--- src/rtl/mfcc_frame_sequencer.sv ---
// MFCC frame sequencer: issues window moves and drains FRAME_SIZE samples per frame onto a
// registered valid/ready stream. Optional stall watchdog enabled by MFCC_SEQ_WATCHDOG_EN.
module mfcc_frame_sequencer #(
  parameter int unsigned WIDTH       = 16,
  parameter int unsigned FRAME_SIZE  = 306,
  parameter int unsigned MOVE_SIZE   = 123,
  parameter int unsigned FRAME_IDX_W = 16,
  parameter int unsigned WDOG_CYCLES = 4096
) (
  input  logic                   clk,
  input  logic                   rst_n,
  input  logic                   enable_i,
  output logic                   wb_start_move_o,
  input  logic                   wb_next_state_i,
  output logic                   wb_rd_en_o,
  input  logic [WIDTH-1:0]       wb_read_data_i,
  input  logic                   wb_valid_i,
  output logic [WIDTH-1:0]       frame_data_o,
  output logic                   frame_valid_o,
  input  logic                   frame_ready_i,
  output logic                   frame_first_o,
  output logic                   frame_last_o,
  output logic [FRAME_IDX_W-1:0] frame_idx_o,
  output logic                   frame_done_o,
  output logic                   busy_o,
  output logic                   err_timeout_o
);

  localparam int unsigned CntW = $clog2(FRAME_SIZE + 1);
  localparam logic [CntW-1:0] CntMax  = CntW'(FRAME_SIZE);
  localparam logic [CntW-1:0] CntLast = CntW'(FRAME_SIZE - 1);

  typedef enum logic [1:0] {StIdle, StMove, StWaitAck, StStream} state_e;

  state_e                 state_q;
  logic [CntW-1:0]        sample_cnt_q;
  logic                   first_frame_q;
  logic [WIDTH-1:0]       data_q;
  logic                   valid_q;
  logic                   first_q;
  logic                   last_q;
  logic                   move_q;
  logic                   done_q;
  logic [FRAME_IDX_W-1:0] frame_idx_q;

  logic rd_en;
  logic out_hs;
  logic last_hs;
  logic wdog_fire;

  // A read only happens when the output register is empty or draining this cycle.
  assign rd_en = (state_q == StStream) && wb_valid_i && (sample_cnt_q < CntMax) &&
                 (!valid_q || frame_ready_i);
  assign out_hs  = valid_q && frame_ready_i;
  assign last_hs = (state_q == StStream) && out_hs && last_q;

`ifdef MFCC_SEQ_WATCHDOG_EN
  localparam int unsigned WdW = $clog2(WDOG_CYCLES + 1);

  logic [WdW-1:0] wdog_q;
  logic           err_q;
  logic           stall;

  assign stall = ((state_q == StStream) && (sample_cnt_q < CntMax) && !wb_valid_i) ||
                 ((state_q == StWaitAck) && !wb_next_state_i);
  assign wdog_fire = stall && (wdog_q == WdW'(WDOG_CYCLES - 1));

  always_ff @(posedge clk or negedge rst_n) begin
    if (!rst_n) begin
      wdog_q <= '0;
      err_q  <= 1'b0;
    end else begin
      if (wdog_fire) begin
        wdog_q <= '0;
        err_q  <= 1'b1;
      end else if (stall) begin
        wdog_q <= wdog_q + WdW'(1);
      end else begin
        wdog_q <= '0;
      end
      if ((state_q == StIdle) && !enable_i) begin
        err_q <= 1'b0;
      end
    end
  end

  assign err_timeout_o = err_q;
`else
  assign wdog_fire     = 1'b0;
  assign err_timeout_o = 1'b0;
`endif

  always_ff @(posedge clk or negedge rst_n) begin
    if (!rst_n) begin
      state_q       <= StIdle;
      sample_cnt_q  <= '0;
      first_frame_q <= 1'b1;
      data_q        <= '0;
      valid_q       <= 1'b0;
      first_q       <= 1'b0;
      last_q        <= 1'b0;
      move_q        <= 1'b0;
      done_q        <= 1'b0;
      frame_idx_q   <= '0;
    end else begin
      move_q <= 1'b0;
      done_q <= 1'b0;
      // Index advances the cycle after the done pulse so the pulse still reports the old frame.
      if (done_q) begin
        frame_idx_q <= frame_idx_q + FRAME_IDX_W'(1);
      end
      unique case (state_q)
        StIdle: begin
          if (enable_i) begin
            state_q <= first_frame_q ? StStream : StMove;
          end
        end
        StMove: begin
          move_q  <= 1'b1;
          state_q <= StWaitAck;
        end
        StWaitAck: begin
          if (wb_next_state_i) begin
            state_q <= StStream;
          end
        end
        StStream: begin
          if (rd_en) begin
            data_q       <= wb_read_data_i;
            valid_q      <= 1'b1;
            first_q      <= (sample_cnt_q == '0);
            last_q       <= (sample_cnt_q == CntLast);
            sample_cnt_q <= sample_cnt_q + CntW'(1);
          end else if (out_hs) begin
            valid_q <= 1'b0;
          end
          if (last_hs) begin
            done_q        <= 1'b1;
            sample_cnt_q  <= '0;
            first_frame_q <= 1'b0;
            state_q       <= enable_i ? StMove : StIdle;
          end
        end
        default: state_q <= StIdle;
      endcase
      // Timeout abandons the partial frame but keeps the frame index.
      if (wdog_fire) begin
        state_q      <= StIdle;
        valid_q      <= 1'b0;
        sample_cnt_q <= '0;
      end
    end
  end

  assign wb_start_move_o = move_q;
  assign wb_rd_en_o      = rd_en;
  assign frame_data_o    = data_q;
  assign frame_valid_o   = valid_q;
  assign frame_first_o   = first_q;
  assign frame_last_o    = last_q;
  assign frame_idx_o     = frame_idx_q;
  assign frame_done_o    = done_q;
  assign busy_o          = (state_q != StIdle);

endmodule

--- config.mk ---
export PLATFORM = sky130hd
export DESIGN_NAME = mfcc_frame_sequencer
export DESIGN_NICKNAME = d
export VERILOG_FILES = /design/src/rtl/mfcc_frame_sequencer.sv
export SDC_FILE = /design/constraint.sdc
export NUM_CORES = 1
export LEC_CHECK = 0
export CAP_MARGIN = 30
export CELL_PAD_IN_SITES_DETAIL_PLACEMENT = 1
export CELL_PAD_IN_SITES_GLOBAL_PLACEMENT = 1
export CORE_ASPECT_RATIO = 1.1
export CORE_UTILIZATION = 33
export CTS_CLUSTER_SIZE = 20
export DETAILED_ROUTE_END_ITERATION = 7
export HOLD_SLACK_MARGIN = 0.12
export PLACE_DENSITY = 0.77
export RECOVER_POWER = 100
export REMOVE_ABC_BUFFERS = 1
export SLEW_MARGIN = 20
export SYNTH_ARGS = -nofsm -noshare
export SYNTH_HDL_FRONTEND = slang
export SYNTH_SLANG_ARGS = --single-unit
--- constraint.sdc ---
create_clock -name clk -period 1.7 [get_ports clk]
set_input_delay 0.17 -clock clk [delete_from_list [all_inputs] [get_ports clk]]
set_output_delay 0.17 -clock clk [all_outputs]
set_load 0.01 [all_outputs]
* Word level (Yosys, flattened, before mapping)
Cells that the tools add are included.
** Operators by class
- Add/sub/neg operators :: 2
- Multiply operators :: 0
- Div/mod/pow operators :: 0
- $lt $le $gt $ge :: 1
- Equality and inequality tests :: 7
- Shift-type cells :: 0
- Multiplexer cells :: 13
- Bitwise operators :: 0
- Reductions and logical operators :: 18
** Operator list (count)
- $mux 9 :: 2
- $add 16x1->16 const B :: 1
- $add 9x1->9 const B :: 1
- $eq 9x9->1 const B :: 1
- $logic_not 9->1 :: 1
- $lt 9x9->1 const B :: 1
- $mux 2 :: 4
- $pmux 2 s4 :: 1
- $reduce_and 2->1 :: 4
- $logic_and 1x1->1 :: 6
- $mux 1 :: 6
- $ne 2x2->1 const B :: 3
- $reduce_bool 2->1 :: 3
- $eq 2x2->1 const B :: 2
- $reduce_and 3->1 :: 1
- $eq 2x1->1 const B :: 1
- $logic_not 2->1 :: 1
- $logic_not 1->1 :: 1
- $logic_or 1x1->1 :: 1
** Storage, ports and cells
- Register bits :: 49
- Latch bits :: 0
- RAM bits :: 0
- Bits in read-only memories :: 0
- Bits of input ports :: 22
- Output and inout port bits :: 40
- Word-level logic and storage cells :: 51
- Memories kept :: 0

* Depth between registers and ports, before layout
Gate-level depths: netlist of the first run.
- Word-level depth :: 6
- Mapped depth :: 6
- Depth with buffers taken out :: 5

* Least setup slack after synthesis of the first run
OpenSTA, ideal clock, no wires.
- Kind :: register to register
- From :: register state_q[0]
- To :: register sample_cnt_q[7]
- Library setup time :: 79 ps
- Arrival time :: 1592 ps
- Required time :: 1621 ps
- Slack :: 29 ps
- Stages on the path, launching flop included :: 6
- Buffers on the path :: 0
- Clock period less this slack :: 1671 ps
- Cell sequence :: dfrtp_1 -> ha_1 -> and2_1 -> o2111ai_2 -> or4_1 -> a21oi_1
** Between the ends
- Longest elaborated chain between the ends :: 6
- Elaborated cells on any way between the ends :: 9
- Classes of those cells :: eq/ne (1); mux (1); reduce/logical (7)
** Ends and longest elaborated chain
- start, declared :: line 35 : state_e state_q;
- start signal, assigned :: line 95 : state_q <= StIdle;
- start signal, assigned :: line 115 : state_q <= first_frame_q ? StStream : StMove;
- start signal, assigned :: line 120 : state_q <= StWaitAck;
- $eq 2x2->1 * :: line 52, 55, 112
- $logic_and 1x1->1 (3 in series) :: line 52 : assign rd_en = (state_q == StStream) && wb_valid_i && (sample_cnt_q < CntMax) &&
- $reduce_bool 2->1 (no source line)
- $reduce_and 2->1 (no source line)
- end signal, assigned :: line 133 : sample_cnt_q <= sample_cnt_q + CntW'(1);
- end, declared :: line 36 : logic [CntW-1:0] sample_cnt_q;
Mark *: on every way between the ends. The rest lies on a longest branch, timed or not.
A chain may end at the register's enable or synchronous reset.

* Worst setup path after layout of the first run
- From :: register sample_cnt_q[1]
- To :: register sample_cnt_q[7]
** Between the ends
- Longest elaborated chain between the ends :: 5
- Elaborated cells on any way between the ends :: 8
- Classes of those cells :: add/sub (1); order compare (1); mux (2); reduce/logical (4)
** Ends and longest elaborated chain (line)
- $lt 9x9->1 :: 52
- $logic_and 1x1->1 (2 in series) :: 52
- $reduce_bool 2->1 (no source line)
- $reduce_and 2->1 (no source line)
Parallel ways exist; a longest one is shown, timed or not. The select of a mux whose other input is x is not followed.

==> impl_metrics.env, run 1 <==
export IMPL_grt_ovfl_total=0
export IMPL_hold_worst_slack_ns=0.419
export IMPL_slew_violations=0
export IMPL_p_per_area_nw_per_um2=889
export IMPL_maxCapViolations=0
export IMPL_final_antenna_net_count=0
export IMPL_critPathTopFamily="simple AND/OR/NAND/NOR gates"
export IMPL_drive_gt1_share_pct=15.6
export IMPL_clock_path_buffers=2
export IMPL_antenna_cells=0
export IMPL_grt_start_max_net_pins=25
export IMPL_synth_edff_count=0
export IMPL_antenna_found_initial=0
export IMPL_drtPass1Iterations=4
export IMPL_root_buffer="clkbuf_8"
export IMPL_clkLatencyLatePin_ns=0.30
export IMPL_postLayoutCellArea_um2=3200
export IMPL_grt_use_total_pct=16.9
export IMPL_wl_um=5400
export IMPL_design_die_area_um2=6970
export IMPL_netlist_area_um2=2190
export IMPL_place_congestion=0.770
export IMPL_via_per_inst=5.01
export IMPL_initial_utilization_pct=34.8
export IMPL_endpoint_kind="register"
export IMPL_ir_drop_uv=523
export IMPL_finalCritPeriodShare_pct=98.8
export IMPL_portBuffers=60
export IMPL_route_detailed_drc=0
export IMPL_status="finished clean"
export IMPL_io_pin_count=62
export IMPL_syn_inst=189
export IMPL_core_um2=6310
export IMPL_ys_types=35
export IMPL_dieHeight_um=87.5
export IMPL_period_minus_slack_ns=1.68
export IMPL_yosysSeqAreaShare_pct=56.0
export IMPL_clock_skew_ns=0.00831
export IMPL_hold_path_class="in2async"
export IMPL_hpwlAfterDp_um=4040
export IMPL_criticalPathCategory="reg2reg"
export IMPL_route_detailed_wl_per_inst_um=14.9
export IMPL_fmax_mhz=595
export IMPL_avgSynthCellArea_um2=11.6
export IMPL_cp_slowest_cell="or4_4"
export IMPL_cts_sinks=49
export IMPL_async_reset_ff_share_pct=100
export IMPL_static_leakage_power_nw=1.40
export IMPL_htreeDepth=2
export IMPL_die_x_um=79.7
export IMPL_drt_initial_drc_count=60
export IMPL_netlist_top_cells_count="dfrtp_1, mux2_1, nand2_1"
export IMPL_cp_arrival_ns=1.90
export IMPL_yosysWarnings=0
export IMPL_ys_flop_type="dfrtp_1"
export IMPL_cts_tree="yes"
export IMPL_finalSetupViolations=0
export IMPL_vias=1812
export IMPL_critPathMaxFanout=7
export IMPL_cp_num_buf_inv=1
export IMPL_areaGrowthSynthToFinish_pct=45.8
export IMPL_rsz0062_at_grt="yes"
export IMPL_fin_nets=312
export IMPL_p_total_w=0.00284
export IMPL_path_clk_slew_ns=0.09
export IMPL_dpl_cell_count=350
export IMPL_crit_path_cell_trace="nor3_2 > buf_4 > o2111ai_4 > or4_4 > a21oi_2"
export IMPL_layoutNonFillerInstCount=362
export IMPL_grt_pass1_wl_um=9010
export IMPL_yosysMostFrequentCell="dfrtp_1"
export IMPL_hold_viol=0
export IMPL_slowest_delay_ns=0.56
export IMPL_synth_top_area_cell="dfrtp_1"
export IMPL_ys_ff_latch=49
export IMPL_max_slew_margin_pct=56.7
export IMPL_synth_top_cell_area_share_pct=54.8
export IMPL_start_kind="register"
export IMPL_worstPathRequired_ns=1.92
export IMPL_ys_top_cells_by_area="dfrtp_1, mux2_1, xnor2_1"
export IMPL_worstMarginPinSlew_ns=0.649
export IMPL_dpl_cell_area_um2=3050
export IMPL_num_rows=30
export IMPL_final_setup_tns_ns=0
export IMPL_grt_pass1_vias=1941
export IMPL_numCtsBuffers=5
==> worst reg2reg max path, cell delays in order (launching register included) <==
cell and delay, ns:
dfrtp_1 0.39, nor3_2 0.18, buf_4 0.15, o2111ai_4 0.18, or4_4 0.56, a21oi_2 0.13
==> timing repair <==
item	CTS	global route
endpoints found under the setup margin	20	20
resized for setup	9	7
pin swaps	2	4
hold buffers	1	0
setup buffers	0	3
hold endpoints to repair	21	0
==> layout by cell type, fill, tap and decap left out, types with 2 or more instances in the layout <==
| master | instances |
|---|---|
| nand2_1 | 15 |
| o21ai_0 | 3 |
| a21oi_1 | 6 |
| nand4_1 | 8 |
| dfrtp_1 | 48 |
| ha_1 | 8 |
| nor4_1 | 2 |
| o31ai_1 | 3 |
| and2_1 | 2 |
| or3_1 | 4 |
| clkbuf_1 | 5 |
| mux2_1 | 16 |
| clkdlybuf4s50_1 | 47 |
| inv_1 | 12 |
| nor2_1 | 7 |
| o21ai_1 | 2 |
| o21a_1 | 2 |
| xnor2_1 | 13 |
| clkbuf_2 | 3 |
| buf_4 | 20 |
| buf_6 | 3 |
| xor2_1 | 3 |
| clkbuf_8 | 5 |
| nand3_1 | 7 |
| and3_1 | 2 |
| nor3_1 | 2 |
| dlygate4sd3_1 | 11 |
==> kinds of logic after synthesis <==
logic type,Yosys count,share of synthesized area [%]
simple gates,57,13.4
fa+ha+maj,9,5.14
xor+xnor,16,6.39
mux,18,9.19
compound gates,22,6.51
other cells,1,0.171
buf+inv,17,3.25
flops,49,56.0
==> per-layer routing <==
metal / vias up / global-route usage [%] / share of wire [%]
met1: 918 / 19.4 / 42
li1: 835 / - / -
met5: - / 0 / 0
met3: 10 / 3.87 / 4.2
met4: 0 / 6.12 / 2.1
met2: 49 / 30.5 / 52
==> final timing paths <==
path                                              from                            to  slack (ns)  depth (start not counted)
hold reg to reg            frame_data_o[4]$_DFFE_PN0P_   frame_data_o[4]$_DFFE_PN0P_        0.49                          1
min in group clk                    wb_read_data_i[11]  frame_data_o[11]$_DFFE_PN0P_        0.46                          2
setup / recovery           sample_cnt_q[1]$_DFFE_PN0P_   sample_cnt_q[7]$_DFFE_PN0P_        0.02                          5
setup reg to reg           sample_cnt_q[1]$_DFFE_PN0P_   sample_cnt_q[7]$_DFFE_PN0P_        0.02                          5
hold / removal                                   rst_n   frame_idx_o[15]$_DFFE_PN0P_        0.42                          2
max in group asynchronous                        rst_n   frame_data_o[9]$_DFFE_PN0P_        0.49                          3
==> report_power, final <==
| part | internal (W) | switching (W) | total (W) |
|---|---|---|---|
| logic | 0.000402 | 0.000372 | 0.000774 |
| registers | 0.00130 | 0.0000965 | 0.00139 |
| clock network | 0.000292 | 0.000382 | 0.000674 |
| total | 0.00199 | 0.000851 | 0.00284 |
==> registers in the layout, summed over array words and instances, names as in the netlist <==
| signal | count |
|---|---|
| frame_data_o | 16 |
| frame_idx_o | 16 |
| sample_cnt_q | 9 |
| state_q | 2 |
| first_frame_q | 1 |
| frame_done_o | 1 |
| frame_first_o | 1 |
| frame_last_o | 1 |
| frame_valid_o | 1 |
| wb_start_move_o | 1 |
==> per-stage QoR <==
stage / setup WS, ns / utilization, %
6_report: 0.0203 / 50.7
3_5_place_dp: -0.142 / 48.4
5_1_grt: -0.0553 / 50.7
3_3_place_gp: -0.146 / 48.4
2_1_floorplan: -0.577 / -
4_1_cts: -0.000304 / 50.2
==> final cells by class <==
| cell class | instances | area, um^2 |
|---|---|---|
| Sequential cell | 49 | 1230 |
| Fill cell | 701 | 3110 |
| Tap cell | 80 | 100 |
| Timing Repair Buffer | 89 | 805 |
| Inverter | 13 | 48.8 |
| Multi-Input combinational cell | 123 | 931 |
| Clock buffer | 7 | 76.3 |
| Clock inverter | 1 | 7.51 |
(Power assumes the default switching activity.)
==> run 2, diff against run 1 <==
Settings changed: GPL_TIMING_DRIVEN from default to 1.
==> results of run 2 <==
The final DEF is identical to that of run 1; final timing and power are the same.
==> run 3, diff against run 2 <==
Settings changed: CORE_MARGIN from default to 2, CORE_UTILIZATION 33 to 39, PLACE_DENSITY 0.77 to 0.85.
Clock period 1.7 ns to 2.1 ns, I/O delays scaled along.
==> impl_metrics.env, run 3 (synthesized netlist as in run 1, its figures left out) <==
export IMPL_endpoint_kind="primary output"
export IMPL_cts_tree="yes"
export IMPL_static_leakage_power_nw=1.38
export IMPL_vias=1724
export IMPL_critPathMaxFanout=6
export IMPL_clkLatencyLatePin_ns=0.30
export IMPL_drt_initial_drc_count=22
export IMPL_cp_arrival_ns=1.79
export IMPL_period_minus_slack_ns=2.00
export IMPL_dpl_cell_count=327
export IMPL_ir_drop_uv=419
export IMPL_place_congestion=0.790
export IMPL_path_clk_slew_ns=0.09
export IMPL_slew_violations=0
export IMPL_htreeDepth=2
export IMPL_critPathTopFamily="buffers and inverters"
export IMPL_dieHeight_um=82.6
export IMPL_top_layer="met4"
export IMPL_finalWorstSetupSlack_ns=0.102
export IMPL_r2r_end="frame_data_o[10]$_DFFE_PN0P_"
export IMPL_criticalPathCategory="reg2out"
export IMPL_start_kind="register"
export IMPL_root_buffer="clkbuf_8"
export IMPL_cp_num_buf_inv=2
export IMPL_hold_path_class="reg2reg"
export IMPL_drive_gt1_share_pct=7.63
export IMPL_initial_utilization_pct=40.6
export IMPL_wl_um=5430
export IMPL_rr_startpoint="sample_cnt_q[5]$_DFFE_PN0P_"
export IMPL_grt_use_total_pct=19.5
export IMPL_route_detailed_wl_per_inst_um=16.1
export IMPL_dp_slack_ns=0.203
export IMPL_status="finished clean"
export IMPL_fin_nets=292
export IMPL_cp_slowest_cell="clkdlybuf4s50_1"
export IMPL_crit_path_end="wb_rd_en_o"
export IMPL_met3_wirelength_um=275
export IMPL_io_pin_count=62
export IMPL_areaGrowthSynthToFinish_pct=38.8
export IMPL_final_antenna_net_count=0
export IMPL_slowest_delay_ns=0.48
export IMPL_clock_path_buffers=2
export IMPL_route_detailed_drc=0
export IMPL_finalSetupViolations=0
export IMPL_reg2reg_depth=4
export IMPL_grt_pass1_wl_um=9070
export IMPL_fmax_mhz=501
export IMPL_hpwlAfterDp_um=4040
export IMPL_portBuffers=60
export IMPL_clock_skew_ns=0.00579
export IMPL_max_slew_margin_pct=25.4
export IMPL_drtPass1Iterations=4
export IMPL_layoutNonFillerInstCount=337
export IMPL_grt_pass1_vias=1856
export IMPL_rsz0062_at_grt="no"
export IMPL_cts_sinks=49
export IMPL_wl_met1_um=2140
export IMPL_p_per_area_nw_per_um2=774
export IMPL_via_per_inst=5.12
export IMPL_antenna_found_initial=0
export IMPL_crit_path_start="sample_cnt_q[5]$_DFFE_PN0P_"
export IMPL_wl_met2_um=2930
export IMPL_grt_start_max_net_pins=31
export IMPL_dpl_cell_area_um2=2920
export IMPL_crit_path_cell_trace="nand3_1 > o2111ai_2 > inv_1 > clkdlybuf4s50_1"
export IMPL_num_rows=28
export IMPL_postLayoutCellArea_um2=3040
export IMPL_finalCritPeriodShare_pct=95.1
export IMPL_core_um2=5400
export IMPL_grt_ovfl_total=0
export IMPL_crit_cells=4
export IMPL_worstMarginPinSlew_ns=1.12
export IMPL_hold_viol=0
export IMPL_worstPathRequired_ns=1.89
export IMPL_antenna_cells=0
export IMPL_rrSetupSlack_ns=0.33
export IMPL_maxCapViolations=0
export IMPL_final_cell_mix="dfrtp_1, dlygate4sd3_1, clkdlybuf4s50_1, mux2_1, nand2_1"
export IMPL_nFillCells=603
export IMPL_p_total_w=0.00236
export IMPL_final_common_cell="dfrtp_1"
export IMPL_numCtsBuffers=5
export IMPL_die_x_um=75.5
export IMPL_design_die_area_um2=6240
==> run 3: through the flow <==
stage / utilization (%) / TNS (ns) / hold WS (ns)
final: 56.4 / 0 / 0.465
after global routing: 56.4 / 0 / 0.495
after CTS: 56.7 / 0 / 0.405
after detailed placement: 54.2 / 0 / 0.208
after global placement: 54.2 / 0 / 0.191
after floorplan: - / -0.271 / -0.0856
==> run 3: cell type report <==
cell class / count / area [um^2] / share of cell area [%]
clock buffers: 6 / 82.6 / 2.71
repair buffers: 69 / 646 / 21.2
clock inverters: 2 / 37.5 / 1.23
well taps: 75 / 93.8 / 3.09
multi-input cells: 123 / 902 / 29.7
flip-flops and latches: 49 / 1230 / 40.5
inverters: 13 / 48.8 / 1.60
==> run 3: how the worst min path moves through the flow <==
stage	depth (start not counted)	startpoint	endpoint	slack, ns
after floorplan	0	rst_n	frame_data_o[0]$_DFFE_PN0P_	-0.09
after global placement	1	rst_n	frame_idx_o[15]$_DFFE_PN0P_	0.19
after detailed placement	1	rst_n	frame_idx_o[15]$_DFFE_PN0P_	0.21
after CTS	2	rst_n	frame_idx_o[15]$_DFFE_PN0P_	0.41
after global routing	2	wb_read_data_i[15]	frame_data_o[15]$_DFFE_PN0P_	0.50
final	1	frame_idx_o[15]$_DFFE_PN0P_	frame_idx_o[15]$_DFFE_PN0P_	0.46
==> run 3: report_power, final <==
part	total (W)	internal, W	switching [W]	leakage, nW
Clock	0.000710	0.000387	0.000322	0.0574
Combinational	0.000471	0.000236	0.000234	0.700
Sequential	0.00118	0.00105	0.000121	0.619
Total	0.00236	0.00168	0.000678	1.38
==> run 3: routing by layer <==
metal | global-route usage (%) | up-vias
li1 | - | 801
met1 | 22.3 | 862
met2 | 36.0 | 51
met3 | 4.49 | 10
met4 | 5.44 | 0
met5 | 0 | -
==> run 3: what timing repair did <==
action                                 4_1_cts  5_1_grt
pin swaps                                    0        0
setup buffers                                1        0
setup endpoints to repair                    1        1
endpoints found under the hold margin       19        0
gates resized for setup                      0        5
hold buffers                                 1        0
